[config.mk]
export PLATFORM = sky130hd
export DESIGN_NAME = sp_query_arbiter
export DESIGN_NICKNAME = d
export VERILOG_FILES = /design/src/rtl/sp_pkg.sv /design/src/rtl/rr_pick.sv /design/src/rtl/sp_query_arbiter.sv
export SDC_FILE = /design/constraint.sdc
export NUM_CORES = 1
export LEC_CHECK = 0
export CAP_MARGIN = 20
export CORE_UTILIZATION = 32
export DETAILED_ROUTE_END_ITERATION = 7
export HOLD_SLACK_MARGIN = 0.05
export PLACE_DENSITY_LB_ADDON = 0.12
export SETUP_SLACK_MARGIN = 0.02
export SYNTH_ARGS = -nofsm -noshare
export SYNTH_HDL_FRONTEND = slang
export SYNTH_HIERARCHICAL = 1
export SYNTH_SLANG_ARGS = --single-unit
[constraint.sdc]
create_clock -name clk -period 2.85 [get_ports clk]
set_input_delay 0.285 -clock clk [delete_from_list [all_inputs] [get_ports clk]]
set_output_delay 0.285 -clock clk [all_outputs]
set_load 0.02 [all_outputs]
[src/rtl/sp_pkg.sv]
// Shared definitions for the shortest-path query path.
// Holds the direction encodings, the "no answer" sentinel values, the default
// map size and the query arbiter state type.
package sp_pkg;

   localparam int SP_COORD_W  = 10;
   localparam int SP_DIST_W   = 10;
   localparam int SP_DIR_W    = 3;
   localparam int SP_MAP_ROWS = 30;
   localparam int SP_MAP_COLS = 40;

   typedef enum logic [SP_DIR_W-1:0] {
      SP_DIR_NONE    = 3'd0,
      SP_DIR_UP      = 3'd1,
      SP_DIR_DOWN    = 3'd2,
      SP_DIR_LEFT    = 3'd3,
      SP_DIR_RIGHT   = 3'd4,
      SP_DIR_INVALID = 3'd7
   } sp_dir_e;

   localparam logic [SP_DIST_W-1:0] SP_DIST_INF = 10'h3FF;

   typedef enum logic [1:0] {
      ST_IDLE    = 2'd0,
      ST_WAIT    = 2'd1,
      ST_DELIVER = 2'd2
   } sp_arb_state_e;

endpackage

[src/rtl/rr_pick.sv]
// Combinational round-robin picker.
// Scans req starting one above ptr, wrapping, and reports the first set bit.
//   req       : request vector
//   ptr       : last granted index
//   id        : winning index (0 when nothing is requested)
//   any_valid : at least one request is set
module rr_pick #(
   parameter int N    = 4,
   parameter int ID_W = $clog2(N)
) (
   input  logic [N-1:0]    req,
   input  logic [ID_W-1:0] ptr,
   output logic [ID_W-1:0] id,
   output logic            any_valid
);

   logic [ID_W-1:0] idx;

   always_comb begin
      id        = '0;
      any_valid = 1'b0;
      idx       = '0;
      for (int k = 1; k <= N; k++) begin
         idx = ID_W'((int'(ptr) + k) % N);
         if (!any_valid && req[idx]) begin
            any_valid = 1'b1;
            id        = idx;
         end
      end
   end

endmodule

[src/rtl/sp_query_arbiter.sv]
// Time-shares the single shortest-path query port among N_REQ requesters.
// One transaction in flight; the coordinates are held on q_r/q_c while the
// port settles, then the answer is returned with a one-cycle one-hot pulse.
//   clk, rst          : clock, async active-low reset
//   req, req_r, req_c : per-requester level request and flattened coordinates
//   sp_stable         : path table is settled
//   q_r, q_c          : coordinates to the shared query port
//   sp_dir, sp_dist   : answer from the shared query port
//   resp_valid        : one-hot response pulse
//   resp_dir/dist     : registered answer, broadcast to all requesters
//   busy              : transaction in progress
//
// state      | meaning
// -----------+-----------------------------------------------------------
// ST_IDLE    | sample req (only when sp_stable), pick round-robin winner
// ST_WAIT    | coordinates held, counting down the port latency
// ST_DELIVER | resp_valid pulses for the granted requester
module sp_query_arbiter import sp_pkg::*; #(
   parameter int N_REQ    = 4,
   parameter int LAT      = 2,
   parameter int MAP_ROWS = SP_MAP_ROWS,
   parameter int MAP_COLS = SP_MAP_COLS
) (
   input  logic                       clk,
   input  logic                       rst,
   input  logic [N_REQ-1:0]           req,
   input  logic [N_REQ*SP_COORD_W-1:0] req_r,
   input  logic [N_REQ*SP_COORD_W-1:0] req_c,
   input  logic                       sp_stable,
   output logic [SP_COORD_W-1:0]      q_r,
   output logic [SP_COORD_W-1:0]      q_c,
   input  logic [SP_DIR_W-1:0]        sp_dir,
   input  logic [SP_DIST_W-1:0]       sp_dist,
   output logic [N_REQ-1:0]           resp_valid,
   output logic [SP_DIR_W-1:0]        resp_dir,
   output logic [SP_DIST_W-1:0]       resp_dist,
   output logic                       busy
);

   localparam int ID_W  = $clog2(N_REQ);
   localparam int CNT_W = $clog2(LAT + 1);

   sp_arb_state_e   state, state_nxt;
   logic [ID_W-1:0] ptr, id, pick_id;
   logic            pick_any;
   logic [CNT_W-1:0] cnt;
   logic [SP_COORD_W-1:0] r_arr [N_REQ];
   logic [SP_COORD_W-1:0] c_arr [N_REQ];
   logic [SP_COORD_W-1:0] sel_r, sel_c;
   logic            grant, sel_oor, wait_done;

   for (genvar i = 0; i < N_REQ; i++) begin : g_unpack
      assign r_arr[i] = req_r[i*SP_COORD_W +: SP_COORD_W];
      assign c_arr[i] = req_c[i*SP_COORD_W +: SP_COORD_W];
   end

   rr_pick #(.N(N_REQ), .ID_W(ID_W)) u_rr_pick (
      .req       (req),
      .ptr       (ptr),
      .id        (pick_id),
      .any_valid (pick_any)
   );

   assign sel_r     = r_arr[pick_id];
   assign sel_c     = c_arr[pick_id];
   assign sel_oor   = (sel_r >= SP_COORD_W'(MAP_ROWS)) || (sel_c >= SP_COORD_W'(MAP_COLS));
   assign grant     = (state == ST_IDLE) && sp_stable && pick_any;
   assign wait_done = (state == ST_WAIT) && sp_stable && (cnt == CNT_W'(1));

   always_ff @(posedge clk or negedge rst) begin
      if (!rst) state <= ST_IDLE;
      else      state <= state_nxt;
   end

   always_comb begin
      state_nxt = state;
      case (state)
         ST_IDLE:    if (grant) state_nxt = sel_oor ? ST_DELIVER : ST_WAIT;
         ST_WAIT:    if (wait_done) state_nxt = ST_DELIVER;
         ST_DELIVER: state_nxt = ST_IDLE;
         default:    state_nxt = ST_IDLE;
      endcase
   end

   always_ff @(posedge clk or negedge rst) begin
      if (!rst) begin
         ptr       <= ID_W'(N_REQ - 1);
         id        <= '0;
         cnt       <= '0;
         q_r       <= '0;
         q_c       <= '0;
         resp_dir  <= '0;
         resp_dist <= '0;
      end else begin
         case (state)
            ST_IDLE: begin
               if (grant) begin
                  ptr <= pick_id;
                  id  <= pick_id;
                  if (sel_oor) begin
                     // q_r/q_c keep the previous query; answer is the sentinel
                     resp_dir  <= SP_DIR_INVALID;
                     resp_dist <= SP_DIST_INF;
                  end else begin
                     q_r <= sel_r;
                     q_c <= sel_c;
                     cnt <= CNT_W'(LAT);
                  end
               end
            end
            ST_WAIT: begin
               // any unsettled cycle restarts the full latency window
               if (!sp_stable) begin
                  cnt <= CNT_W'(LAT);
               end else if (cnt == CNT_W'(1)) begin
                  resp_dir  <= sp_dir;
                  resp_dist <= sp_dist;
               end else begin
                  cnt <= cnt - CNT_W'(1);
               end
            end
            default: ;
         endcase
      end
   end

   assign resp_valid = (state == ST_DELIVER) ? (N_REQ'(1) << id) : '0;
   assign busy       = (state != ST_IDLE);

endmodule

Word level (Yosys, flattened, before mapping)
Index checks and enable logic that the tools add are counted.
- add/sub/neg operators: 5
- magnitude comparators: 7
- equality and inequality tests: 10
- shifts and indexed selects: 1
- mux-type cells: 42
- bitwise operators: 2
- reduce and logical (&&, ||, !) cells: 19
- operators by type and width (cell ; number):
    10-bit 2-to-1 mux ; 8
    10-bit binary-select mux with 2-bit select ; 2
    2-bit 2-to-1 mux ; 11
    10-bit case mux with 2 select lines ; 1
    2-bit by 3-bit less-than comparator with 1-bit output (second input constant) ; 4
    3-bit 2-to-1 mux ; 4
    10-bit by 5-bit greater-or-equal comparator with 1-bit output (second input constant) ; 1
    10-bit by 6-bit greater-or-equal comparator with 1-bit output (second input constant) ; 1
    2-bit != test (second input constant) ; 5
    1-bit binary-select mux with 2-bit select ; 4
    1-bit 2-to-1 mux ; 8
    2-bit case mux with 2 select lines ; 2
    1-bit logical AND ; 7
    3-bit case mux with 2 select lines ; 1
    5-bit AND reduction ; 1
    2-bit by 1-bit adder with 2-bit output (second input constant) ; 2
    2-bit adder (second input constant) ; 2
    2-bit by 1-bit == test with 1-bit output (second input constant) ; 2
    4-bit 2-to-1 mux ; 1
    2-bit AND reduction ; 2
    4-bit AND reduction ; 1
    2-bit nonzero test ; 2
    1-bit by 2-bit left shift with 4-bit output (first input constant) ; 1
    3-bit greater-or-equal comparator (second input constant) ; 1
    10 further kinds ; 12
- bits in registers: 41
- bits of input ports: 100
- word-level logic and storage cells: 94

Depth between registers and ports, before layout
- word-level depth: 22
- depth in mapped cells: 11

Cells and area by module
The synthesis kept the hierarchy.
- modules (own cells, without submodules) (module ; times used ; cells an instance ; area each (sq um) ; sequential area each (sq um)):
    sp_query_arbiter ; 1 ; 153 ; 2057.0 ; 1028.5
    rr_pick ; 1 ; 14 ; 91.3 ; 0.0

Least setup slack after synthesis
OpenSTA, ideal clock, no wires.
- path type: reg-to-reg
- start: register ptr[1]
- end: register q_c[5]
- setup time: 0.125 ns
- data arrival time: 2.603 ns
- data required time: 2.725 ns
- path slack: 0.122 ns
- stages on the path, launching flop included: 11
- clock period less this slack: 2.728 ns
- path through: dfstp_2 > nand2b_1 > a21oi_2 > o221ai_2 > buf_6 > mux4_2 > o21a_1 > a41oi_2 > nand4_1 > buf_2 > mux2_4
- longest elaborated chain between the ends: 21
- elaborated cells on any way between the ends: 39
- those cells by class: add/sub: 4; order compare: 2; mux: 22; bitwise: 2; reduce/logical: 9
- RTL lines (item ; line ; source):
    start: declaration ; sp_query_arbiter.sv:44 ; logic [ID_W-1:0] ptr, id, pick_id;
    start signal: assignment ; sp_query_arbiter.sv:87 ; ptr <= ID_W'(N_REQ - 1);
    start signal: assignment ; sp_query_arbiter.sv:98 ; ptr <= pick_id;
    2-bit by 1-bit adder with 2-bit output ; rr_pick.sv:24 ; idx = ID_W'((int'(ptr) + k) % N);
    1-bit binary-select mux with 2-bit select ; rr_pick.sv:25 ; if (!any_valid && req[idx]) begin
    1-bit 2-to-1 mux (not written as such) ; rr_pick.sv:25 ;
    1-bit 2-to-1 mux ; rr_pick.sv:25 ;
    1-bit zero test ; rr_pick.sv:25 ;
    1-bit logical AND ; rr_pick.sv:25 ;
    1-bit 2-to-1 mux ; rr_pick.sv:25 ;
    1-bit zero test ; rr_pick.sv:25 ;
    [5 not listed] ; - ;
    named net pick_id[0] ; sp_query_arbiter.sv:44 ;
    2-bit inverter with 3-bit output (not written as such) (*) ; sp_query_arbiter.sv:64, sp_query_arbiter.sv:65 ;
    10-bit binary-select mux with 2-bit select (on tied branches) ; sp_query_arbiter.sv:64, sp_query_arbiter.sv:65 ;
    10-bit 2-to-1 mux (on tied branches) (2 in series) ; sp_query_arbiter.sv:64, sp_query_arbiter.sv:65 ;
    10-bit by 5-bit greater-or-equal comparator with 1-bit output or 10-bit by 6-bit greater-or-equal comparator with 1-bit output (tied branches) ; sp_query_arbiter.sv:66 ; assign sel_oor = (sel_r >= SP_COORD_W'(MAP_ROWS)) || (sel_c >= SP_COORD_W'(MAP_COLS));
    1-bit logical OR ; sp_query_arbiter.sv:66 ;
    1-bit inverter (no source line) ; - ;
    3-bit AND reduction (no source line) ; - ;
    end signal: assignment ; sp_query_arbiter.sv:106 ; q_c <= sel_c;
    end: declaration ; sp_query_arbiter.sv:31 ; output logic [SP_COORD_W-1:0] q_c,
The timed path passes the listed nets; every way through them passes the cells marked *. The select of a mux whose other input is x is not followed.
A chain may end at the register's enable or synchronous reset.

Final worst setup path
- start: register ptr[1]
- end: register q_r[2]
- longest elaborated chain between the ends: 21
- elaborated cells on any way between the ends: 39
- those cells by class: add/sub: 4; order compare: 2; mux: 22; bitwise: 2; reduce/logical: 9
- RTL lines (item ; line ; source):
    2-bit by 1-bit adder with 2-bit output ; rr_pick.sv:24 ;
    1-bit binary-select mux with 2-bit select ; rr_pick.sv:25 ;
    1-bit 2-to-1 mux (not written as such) ; rr_pick.sv:25 ;
    1-bit 2-to-1 mux ; rr_pick.sv:25 ;
    1-bit zero test ; rr_pick.sv:25 ;
    1-bit logical AND ; rr_pick.sv:25 ;
    1-bit 2-to-1 mux ; rr_pick.sv:25 ;
    1-bit zero test ; rr_pick.sv:25 ;
    [5 not listed] ; - ;
    named net pick_id[0] ; sp_query_arbiter.sv:44 ;
    2-bit inverter with 3-bit output (not written as such) (*) ; sp_query_arbiter.sv:64, sp_query_arbiter.sv:65 ;
    10-bit binary-select mux with 2-bit select (on tied branches) ; sp_query_arbiter.sv:64, sp_query_arbiter.sv:65 ;
    10-bit 2-to-1 mux (on tied branches) (2 in series) ; sp_query_arbiter.sv:64, sp_query_arbiter.sv:65 ;
    10-bit by 5-bit greater-or-equal comparator with 1-bit output or 10-bit by 6-bit greater-or-equal comparator with 1-bit output (tied branches) ; sp_query_arbiter.sv:66 ;
    1-bit logical OR ; sp_query_arbiter.sv:66 ;
    1-bit inverter (no source line) ; - ;
    3-bit AND reduction (no source line) ; - ;
    end signal: assignment ; sp_query_arbiter.sv:105 ; q_r <= sel_r;
    end: declaration ; sp_query_arbiter.sv:30 ; output logic [SP_COORD_W-1:0] q_r,
Marks and branches as above.

==> run summary <==
STA puts the critical path data arrival time at 2.98 ns. The tools report the capture point of the worst path as q_r[2]. The maximum clock frequency is 358 MHz. The core region is 6420 um2. Clock insertion delay at the later pin of the skew report: 0.29 ns. The net count after synthesis is 268. Summed over all layers, the routed wires come to 6240 um. The count of buffers added on input and output ports is 137. Counting every instance in the synthesized netlist gives 167. The tools report the sort of element at the start of the critical path as a flip-flop. The final reports fail on DRC. Detailed placement ended at an HPWL of 4970 um.

The share of synthesized flip-flops with an asynchronous set or reset is 1.00, and the depth of the most critical reg-to-reg path is 10. Max-cap violations in this run came to 0. Initial antenna violation count: 0.

In the synthesized netlist the dominant register cell turns out to be sky130_fd_sc_hd__dfrtp_1. Initial standard-cell utilization of the core: 0.335. At the end of the flow, the number of nets in the layout was 419. Hold timing on the final database bottoms out at a slack of 0.118 ns. The height of the chip was 83.9 um. Dividing total power by cell area gives a power density of 452 nW/um2. Using the TritonRoute via totals, the vias-per-cell ratio works out to 4.97. The run gives 0 as the total congestion overflow after global routing. The run gives 3.03 ns as the data required time of the critical path.

Clock-pin slew was measured on the worst setup and hold paths at 0.09 ns. Dividing the detail-routed wire length by the instance count gives 15.8 um. In this run the remaining antenna-violating nets after routing total 0. The antenna diode instance count came out at 0. The startpoint-to-endpoint class of the critical path was flip-flop to flip-flop. The relative area change from synthesis to final layout came out at 80.2%. The final max-slew violation count is 0, and the top-level port count is 138. The remaining routing DRC violations is 20, and the fraction of final layout cells with drive strength greater than 1 is 0.176. After synthesis the cells add up to 2150 um2.

The headroom to the max-slew limit came out at 0.388. The tools report the cell area reported after detailed placement as 3690 um2. The first detailed-routing pass ran for 6 iterations. Across all register-to-register paths, the minimum setup slack is 0.05 ns.

In the synthesized netlist, the cells that appear most often are sky130_fd_sc_hd__dfrtp_1 (39), sky130_fd_sc_hd__nand2_1 (13), sky130_fd_sc_hd__o22a_1 (13). End of the worst register-to-register path: q_r[2]. CTS placed an instance of sky130_fd_sc_hd__clkbuf_8 at the clock tree root. Setup repair after global routing could not meet its margin everywhere. The TritonCTS sink count came out at 41.

Setup violations remaining at the end of the flow were counted as 0. The routed via count was 1969; the clock tree buffer depth was 2. The tools report the count of final hold-check violations as 0. The maximum level of the CTS H-tree was 2; the number of flops mapped to enable cells by yosys was 0. The final critical-path required period was 2.80 ns. Counting flops and latches in the post-synthesis netlist gives 41. The measured slew at the worst slew-check pin is 0.918 ns.

TritonCTS built the clock tree. The finished cells cover 3870 um2. Dividing the synthesized area by the synthesized cell count gives 12.9 um2. The logs give 2002 for the via count of the first global-routing pass and 0.769 for the global placement routability congestion. The row count was 29. The run finished, with violations left. Yosys attributes the largest share of cell area to sky130_fd_sc_hd__dfrtp_1 (45%), sky130_fd_sc_hd__mux4_2 (12%), sky130_fd_sc_hd__mux2_4 (7.7%), sky130_fd_sc_hd__o22a_1 (5.3%), sky130_fd_sc_hd__and2_1 (3.2%). The floorplan step defined a die boundary enclosing 7050 um2.

The tools report the sequential-to-total area share from yosys stat as 0.479. Buffers inserted during clock tree synthesis total 5. Between clock sinks in the finished design, the worst skew comes to 0.00895 ns. Entering global routing, the biggest net connects 42 pins.

The startpoint of the worst-slack reg-to-reg timing path is ptr[1]. Yosys printed 6 warnings. The violation count after the first detailed-routing iteration was 106.

The final clock period utilization by the worst path is 0.981. Tracing the worst setup path back leads to its startpoint at ptr[1]. The die is 83.9 um wide.

The logs give 9990 um for the first-pass GRT wire length and 0.181 for the overall global routing resource usage. The number of library cell types mapped by synthesis came out at 40. The worst setup path is captured at a flip-flop. The tightest min-delay check is of the input port to asynchronous set/reset pin type. The analysis attributes to cell leakage a power of 1.56 nW.

The share of the synthesized area in the top cell type was 0.454. Across the VDD grid, the largest voltage drop is 0.415 mV. The most numerous cell in the Yosys netlist is sky130_fd_sc_hd__dfrtp_1. Summed over all instances, the cell type with the most area after synthesis is sky130_fd_sc_hd__dfrtp_1. Top fanout value on the critical path: 20.
[final cells by class]
class	count	area [um2]
clock inverter	3	68.8
tap	77	96.3
multi-input combinational	114	1070
sequential	41	1030
clock buffer	5	68.8
timing repair buffer	153	1530
inverter	3	11.3
fill	538	2550
[repair_timing]
action | in CTS | in global routing
gates cloned | 0 | 0
hold buffers | 0 | 0
endpoints found under the hold margin | 0 | 0
resized for setup | 1 | 1
setup buffers | 1 | 1
setup endpoints to repair | 24 | 24
[metal layers]
metal	global-route usage	part of all wire	vias to the layer above
met1	0.253	0.46	943
met5	0	0	-
met3	0.0465	0.060	11
li1	-	-	945
met2	0.274	0.46	70
met4	0.0549	0.021	0
[worst min path at each step]
stage | to | cells after the start | slack, ns
final | q_c[9] | 1 | 0.12
after global routing | q_c[9] | 1 | 0.18
after CTS | q_c[9] | 1 | 0.15
after detailed placement | q_c[7] | 1 | 0.47
after global placement | q_c[8] | 1 | 0.47
after floorplan | cnt[0] | 0 | -0.01
[layout by cell type (no fill, tap or decap), types with 2 or more instances in the layout]
cell / count
sky130_fd_sc_hd__buf_12: 3
sky130_fd_sc_hd__clkbuf_8: 5
sky130_fd_sc_hd__nor3_1: 3
sky130_fd_sc_hd__a21oi_2: 2
sky130_fd_sc_hd__inv_1: 3
sky130_fd_sc_hd__nand2b_1: 3
sky130_fd_sc_hd__clkdlybuf4s50_1: 136
sky130_fd_sc_hd__a21oi_1: 4
sky130_fd_sc_hd__nor4_1: 4
sky130_fd_sc_hd__dfrtp_1: 39
sky130_fd_sc_hd__dfstp_2: 2
sky130_fd_sc_hd__and2_1: 11
sky130_fd_sc_hd__nand4_1: 2
sky130_fd_sc_hd__mux4_2: 11
sky130_fd_sc_hd__nor2_1: 7
sky130_fd_sc_hd__a31oi_1: 2
sky130_fd_sc_hd__nand2_1: 13
sky130_fd_sc_hd__o22a_1: 13
sky130_fd_sc_hd__mux2_4: 11
sky130_fd_sc_hd__nor3b_1: 2
sky130_fd_sc_hd__buf_4: 12
sky130_fd_sc_hd__nor4bb_1: 3
sky130_fd_sc_hd__bufinv_16: 2
sky130_fd_sc_hd__nor4b_1: 4
[worst max-delay path, cell delays in order (launching register included)]
cell	delay [ns]
sky130_fd_sc_hd__dfstp_2	0.56
sky130_fd_sc_hd__nand2b_1	0.12
sky130_fd_sc_hd__a21oi_2	0.06
sky130_fd_sc_hd__o221ai_2	0.21
sky130_fd_sc_hd__buf_12	0.17
sky130_fd_sc_hd__mux4_2	0.52
sky130_fd_sc_hd__o21a_1	0.20
sky130_fd_sc_hd__a41oi_2	0.20
sky130_fd_sc_hd__nand4_1	0.14
sky130_fd_sc_hd__buf_6	0.20
sky130_fd_sc_hd__mux2_4	0.31
[per-stage QoR]
stage / total power [mW] / worst slack [ns] / util / cells / setup TNS [ns]
floorplan: 0.902 / 0.122 / - / 167 / 0
global placement: 1.17 / -0.180 / 0.575 / 386 / -4.52
detailed placement: 1.18 / -0.272 / 0.575 / 386 / -7.47
CTS: 1.75 / 0.0400 / 0.598 / 395 / 0
global route: 1.84 / -0.0537 / 0.603 / 396 / -0.710
finish: 1.75 / 0.0544 / 0.603 / 396 / 0
[where the power goes]
part	internal [mW]	switching, mW
sequential	0.610	0.0234
clock	0.353	0.210
combinational	0.344	0.212
total	1.31	0.445
[flip-flops by register name (all words and copies together), names as in the netlist]
signal	cells
cnt	2
id	2
ptr	2
q_c	10
q_r	10
resp_dir	3
resp_dist	10
state	2
[cells by family (layout without fill, tap and decap cells)]
group	count (synthesis)	after routing	share of synthesized area
adders and majority gates	1	1	0.00582
DFF	41	41	0.479
muxes	23	23	0.197
buffers and inverters	12	164	0.0303
and+or+nand+nor	58	58	0.160
AOI/OAI and AO/OA	32	32	0.129
Note: power is estimated with default switching activity, not from simulation.
